===== config.mk =====
export PLATFORM = sky130hd
export DESIGN_NAME = bandscope_capture
export DESIGN_NICKNAME = d
export VERILOG_FILES = /design/src/rtl/bandscope_capture.sv
export SDC_FILE = /design/constraint.sdc
export NUM_CORES = 1
export LEC_CHECK = 0
export ABC_CLOCK_PERIOD_IN_PS = 7600
export CAP_MARGIN = 20
export CORE_MARGIN = 4
export CORE_UTILIZATION = 35
export CTS_BUF_LIST = sky130_fd_sc_hd__clkbuf_4
export CTS_CLUSTER_SIZE = 25
export DETAILED_ROUTE_END_ITERATION = 8
export PLACE_DENSITY = 0.59
export SLEW_MARGIN = 20
export SYNTH_ARGS = -nofsm -noshare
export SYNTH_HDL_FRONTEND = slang
export SYNTH_SLANG_ARGS = --single-unit

===== constraint.sdc =====
create_clock -name clock -period 7.6 [get_ports clock]
set_clock_uncertainty 0.05 [all_clocks]
set_input_delay 1.52 -clock clock [delete_from_list [all_inputs] [get_ports clock]]
set_output_delay 1.52 -clock clock [all_outputs]
set_load 0.03 [all_outputs]

===== src/rtl/bandscope_capture.sv =====
// Bandscope capture sequencer: a ms-scale period timer triggers DEPTH-sample
// frame captures into an external RAM. Each finished frame is handed to a slow
// reader through a toggle handshake, and the frame is held until the reader
// acknowledges it.
//
//   state | meaning
//   IDLE  | disabled; timer held at zero
//   WAIT  | armed, waiting for the next period expiry
//   FILL  | writing strobed samples into the frame RAM
//   HOLD  | frame complete, waiting for bs_ack from the reader
//   DONE  | single-shot finished; needs bs_on low then high to re-arm
module bandscope_capture #(
  parameter int ADDR_W         = 12,
  parameter int PERIOD_W       = 8,
  parameter int DECIM_W        = 4,
  parameter int TICK_DIV       = 600,
  parameter int TICKS_PER_UNIT = 200
) (
  input  logic                clock,
  input  logic                reset_n,
  input  logic                bs_on,
  input  logic                bs_single,
  input  logic [PERIOD_W-1:0] bs_period,
  input  logic [DECIM_W-1:0]  bs_decim,
  input  logic                sample_stb,
  input  logic                bs_ack,
  output logic [ADDR_W-1:0]   mem_addr,
  output logic                mem_we,
  output logic                bs_ready,
  output logic                bs_busy,
  output logic                bs_overrun,
  output logic [7:0]          frame_cnt
);

  localparam int CW  = PERIOD_W + 8;
  localparam int PSW = (TICK_DIV > 1) ? $clog2(TICK_DIV) : 1;

  typedef enum logic [2:0] {S_IDLE, S_WAIT, S_FILL, S_HOLD, S_DONE} state_t;

  state_t              r_state, w_next;
  logic [PSW-1:0]      r_presc;
  logic [CW-1:0]       r_pcnt;
  logic [CW-1:0]       w_comp;
  logic                w_run, w_tick, w_expiry;
  logic [ADDR_W-1:0]   r_addr;
  logic [ADDR_W:0]     r_slot;     // writes requested this frame; MSB set = frame full
  logic [DECIM_W-1:0]  r_dcnt;
  logic                r_we, r_ready, r_pending, r_overrun;
  logic [7:0]          r_fcnt;
  logic                w_fill, w_wr_req, w_frame_done, w_enter_fill;

  assign w_comp   = CW'(bs_period) * CW'(TICKS_PER_UNIT);
  assign w_run    = (r_state != S_IDLE) && bs_on;
  assign w_tick   = w_run && (r_presc == PSW'(TICK_DIV - 1));
  assign w_expiry = w_tick && (r_pcnt == w_comp);

  assign w_fill       = (r_state == S_FILL);
  assign w_wr_req     = w_fill && sample_stb && (r_dcnt == '0) && !r_slot[ADDR_W];
  // Frame ends on the cycle the last slot is actually written, so the reader
  // never sees bs_ready before the final sample lands in RAM.
  assign w_frame_done = w_fill && r_we && (r_addr == '1);
  assign w_enter_fill = (w_next == S_FILL) && (r_state != S_FILL);

  // Prescaler and period counter; both held at zero whenever the sequencer is idle
  always_ff @(posedge clock) begin
    if (!reset_n || !w_run) begin
      r_presc <= '0;
      r_pcnt  <= '0;
    end else if (w_tick) begin
      r_presc <= '0;
      r_pcnt  <= w_expiry ? '0 : r_pcnt + CW'(1);
    end else begin
      r_presc <= r_presc + PSW'(1);
    end
  end

  // State register
  always_ff @(posedge clock) begin
    if (!reset_n) r_state <= S_IDLE;
    else          r_state <= w_next;
  end

  // Next-state logic; dropping bs_on overrides everything
  always_comb begin
    w_next = r_state;
    if (!bs_on) begin
      w_next = S_IDLE;
    end else begin
      case (r_state)
        S_IDLE: w_next = S_WAIT;
        S_WAIT: if (w_expiry) w_next = S_FILL;
        S_FILL: if (w_frame_done) w_next = S_HOLD;
        S_HOLD: begin
          if (bs_ack) begin
            if (bs_single)                   w_next = S_DONE;
            else if (r_pending || w_expiry)  w_next = S_FILL;
            else                             w_next = S_WAIT;
          end
        end
        S_DONE:  w_next = S_DONE;
        default: w_next = S_IDLE;
      endcase
    end
  end

  // Frame write datapath, reader handshake, pending/overrun bookkeeping
  always_ff @(posedge clock) begin
    if (!reset_n) begin
      r_we      <= 1'b0;
      r_addr    <= '0;
      r_slot    <= '0;
      r_dcnt    <= '0;
      r_ready   <= 1'b0;
      r_fcnt    <= '0;
      r_pending <= 1'b0;
      r_overrun <= 1'b0;
    end else if (!bs_on) begin
      r_we      <= 1'b0;
      r_addr    <= '0;
      r_slot    <= '0;
      r_dcnt    <= '0;
      r_pending <= 1'b0;
      r_overrun <= 1'b0;
    end else begin
      r_we <= w_wr_req;
      if (w_enter_fill) begin
        r_addr <= '0;
        r_slot <= '0;
        r_dcnt <= '0;
      end else begin
        if (r_we)     r_addr <= r_addr + ADDR_W'(1);
        if (w_wr_req) r_slot <= r_slot + (ADDR_W+1)'(1);
        if (w_fill && sample_stb)
          r_dcnt <= (r_dcnt >= bs_decim) ? '0 : r_dcnt + DECIM_W'(1);
      end
      if (w_frame_done) begin
        r_ready <= ~r_ready;
        r_fcnt  <= r_fcnt + 8'd1;
      end
      case (r_state)
        S_FILL: begin
          if (w_expiry) begin
            if (r_pending) r_overrun <= 1'b1;
            r_pending <= 1'b1;
          end
        end
        S_HOLD: begin
          if (w_expiry && r_pending) r_overrun <= 1'b1;
          // An expiry coinciding with the ack is consumed by the FILL restart
          if (bs_ack)        r_pending <= 1'b0;
          else if (w_expiry) r_pending <= 1'b1;
        end
        default: r_pending <= 1'b0;
      endcase
    end
  end

  assign mem_we     = r_we;
  assign mem_addr   = r_addr;
  assign bs_ready   = r_ready;
  assign bs_busy    = (r_state == S_FILL) || (r_state == S_HOLD);
  assign bs_overrun = r_overrun;
  assign frame_cnt  = r_fcnt;

endmodule

==> impl_metrics.sql <==
INSERT INTO impl_metrics (metric_group, metric, value, unit) VALUES
('timing', 'report.final.hold_viol_count', '0', ''),
('synth', 'syn_area_per_cell', '8.835', 'um^2'),
('timing', 'slew_violations', '0', ''),
('critical_path', 'worstPathCellList', 'clkdlybuf4s50_1 -> ha_1 -> ha_1 -> fa_1 -> ha_1 -> nor2b_1 -> o21a_1 -> or3_1 -> a221oi_2 -> o2111ai_1 -> a221oi_2 -> buf_4 -> nor3_1', ''),
('synth', 'synth_edf_count', '0', ''),
('timing', 'setup_tns', '0', 'ns'),
('layout', 'final-seq-area', '1401', 'um^2'),
('clock_tree', 'clock-root-buffer', 'clkbuf_4', ''),
('placement', 'port_buffers', '41', ''),
('flow_run', 'cap_viol_max_count', '0', ''),
('critical_path', 'worstPathBufferInverterCount', '2', ''),
('pwr', 'p_leak', '1.779', 'nW'),
('detailed_routing', 'drcViolationCount', '0', ''),
('synth', 'synth_area_leader_cell', 'dfxtp_1', ''),
('critical_path', 'cp-start-kind', 'input pin', ''),
('pwr', 'power_per_cell_area', '159.6', 'nW/um^2'),
('grt', 'grt_max_degree', '35', ''),
('pwr', 'fin_total_pwr', '0.7570', 'mW'),
('detailed_routing', 'dr_total_vias', '3208', ''),
('detailed_routing', 'wire_per_inst', '12.32', 'um'),
('synth', 'mappedNetlistNets', '520', ''),
('synth', 'synth_sequential_area_ratio', '0.3463', ''),
('clock_tree', 'num_cts_buffers', '9', ''),
('grt', 'grtUsageTotal', '0.1295', ''),
('layout', 'antenna-diode-count', '0', ''),
('synth', 'post_synth_main_area_contributors', 'dfxtp_1 35%, ha_1 13%, xor2_1 8.2%, xnor2_1 6.3%, nor3_1 4.6%', ''),
('layout', 'post-route-cell-area', '4745', 'um^2'),
('placement', 'postPlaceCellArea', '4573', 'um^2'),
('layout', 'fin_nets', '559', ''),
('clock_tree', 'cts_tree', 'built', ''),
('synth', 'synth.lib_cells_used.distinct', '45', ''),
('floorplanning', 'rows', '39', ''),
('clock_tree', 'postCtsSetupRepairBufs', '0', ''),
('clock_tree', 'clkSinkCount', '70', ''),
('timing', 'min_period_over_period', '0.6979', ''),
('floorplanning', 'die_w', '115.5', 'um'),
('floorplanning', 'die_y', '115.5', 'um'),
('synth', 'netlist_top_cells_count', '70 x dfxtp_1, 42 x nor2_1, 41 x ha_1', ''),
('timing', 'worst_pin_slew', '0.7383', 'ns'),
('status', 'run_status', 'finished clean', ''),
('detailed_routing', 'totalWireLength', '7949', 'um'),
('critical_path', 'critPathCaptureType', 'flop', ''),
('floorplanning', 'coreArea', '11370', 'um^2'),
('clock_tree', 'clk_transition_reported_paths', '0.12', 'ns'),
('placement', 'dp.final_hpwl', '6073', 'um'),
('timing', 'finalCriticalPeriod', '5.304', 'ns'),
('synth', 'synth.top_cell.area_share', '0.3463', ''),
('grt', 'grt_antenna_before_repair', '0', ''),
('grt', 'overflow', '0', ''),
('synth', 'async_set_reset_flop_share_out_of_synthesis', '0', ''),
('timing', 'whs', '0.4381', 'ns'),
('detailed_routing', 'drtIter0Drc', '136', ''),
('layout', 'layout.filler_cells', '1137', ''),
('synth', 'syn-instance-count', '458', ''),
('floorplanning', 'start_util', '0.3559', ''),
('grt', 'grt_first_pass_wirelength', '14100', 'um'),
('floorplanning', 'dieArea', '13340', 'um^2'),
('detailed_routing', 'drt_pass1_iterations', '4', ''),
('synth', 'synth_seq_cells', '70', ''),
('grt', 'grt_pass1_vias', '3094', ''),
('clock_tree', 'clock_insertion_delay_worst_skew', '0.40', 'ns'),
('critical_path', 'path_max_fanout', '29', ''),
('synth', 'postSynth.topFlopCell', 'dfxtp_1', ''),
('synth', 'syn-cell-area', '4046', 'um^2'),
('layout', 'flow.area_growth_from_synthesis', '17.25', '%'),
('timing', 'relSlewSlack', '0.5037', ''),
('clock_tree', 'h-tree-depth', '3', ''),
('timing', 'fmax', '188.5', 'MHz'),
('critical_path', 'kind_of_critical_path', 'input pin to flop', ''),
('synth', 'synthesis.yosys.warnings', '0', ''),
('floorplanning', 'floorplan.io_pins', '42', '');
area by class of cell:
type | count | share of cell area
Inverter | 17 | 0.01345
Clock inverter | 6 | 0.01978
Tap cell | 143 | 0.03771
Sequential cell | 70 | 0.2954
Clock buffer | 10 | 0.01582
Multi-Input combinational cell | 357 | 0.5298
Timing Repair Buffer | 42 | 0.08808
flip-flops by register name (all words and copies together), names as in the netlist:
signal      flops
r_pcnt         16
r_slot         13
mem_addr       12
r_presc        10
frame_cnt       8
r_dcnt          4
r_state         3
bs_overrun      1
bs_ready        1
mem_we          1
r_pending       1
cells by family (layout without fill, tap and decap cells):
logic type / Yosys count / after routing / synth area share
adder cells (fa/ha/maj): 44 / 44 / 0.1416
buffers and inverters: 31 / 75 / 0.03309
flip-flops: 70 / 70 / 0.3463
AO/OA/AOI/OAI: 44 / 44 / 0.07359
XOR/XNOR: 67 / 67 / 0.1450
multiplexers: 3 / 3 / 0.007421
AND/OR/NAND/NOR: 199 / 199 / 0.2529
path summary, 6_finish.rpt:
path              depth (start not counted)  slack (ns)          to         start
hold reg to reg                           1        0.44  bs_overrun    bs_overrun
hold / removal                            1        0.44  bs_overrun    bs_overrun
setup / recovery                         13        2.30  r_slot[12]  bs_period[2]
setup reg to reg                          9        4.78  r_slot[12]    r_presc[0]
report_power, final:
| part | switching, mW | internal [mW] |
|---|---|---|
| combinational | 0.0597 | 0.0529 |
| clock | 0.137 | 0.139 |
| sequential | 0.000915 | 0.367 |
| total | 0.197 | 0.560 |
worst reg2reg max path, delay by kind of cell, from the launching register on:
kind | cells | cell delay (ns)
buffers and inverters | 1 | 0.34
flip-flops | 1 | 0.39
AND/OR/NAND/NOR | 5 | 1.10
adder cells (fa/ha/maj) | 1 | 0.24
AO/OA/AOI/OAI | 2 | 0.56
stage by stage:
| stage | setup slack [ns] | util | std cells |
|---|---|---|---|
| finish | 2.296 | 0.4173 | 645 |
| global route | 2.021 | 0.4173 | 645 |
| CTS | 2.278 | 0.4171 | 645 |
| detailed placement | 1.852 | 0.4022 | 629 |
| global placement | 1.968 | 0.4022 | 629 |
| floorplan | 2.694 | - | 458 |
routing by layer:
layer | GRT usage | up-vias | share of wire
li1 | - | 1675 | -
met1 | 0.1737 | 1471 | 0.49
met2 | 0.1998 | 54 | 0.44
met3 | 0.04125 | 8 | 0.057
met4 | 0.03912 | 0 | 0.013
met5 | 0 | - | 0
placed cells by master, fill, tap and decap left out, types with 2 or more instances in the layout:
master	instances
ha_1	41
nor2_1	42
nand2_1	35
and3_1	9
a21o_1	5
inv_1	17
nor2b_1	5
xor2_1	38
nor3_1	37
o21ai_0	3
dfxtp_1	70
nand3_1	21
o21bai_1	2
and4_1	4
xnor2_1	29
nand2b_1	2
bufinv_16	2
a221oi_2	2
mux2i_1	3
clkbuf_4	10
a31oi_1	3
or3_1	5
o2111ai_1	3
a21oi_1	17
fa_1	3
clkdlybuf4s50_1	41
o211ai_1	3
nand4_1	16
o21a_1	2
nor4_1	2
and2_1	12
clkinv_4	2
No activity file was read; power rests on OpenSTA's default activity.
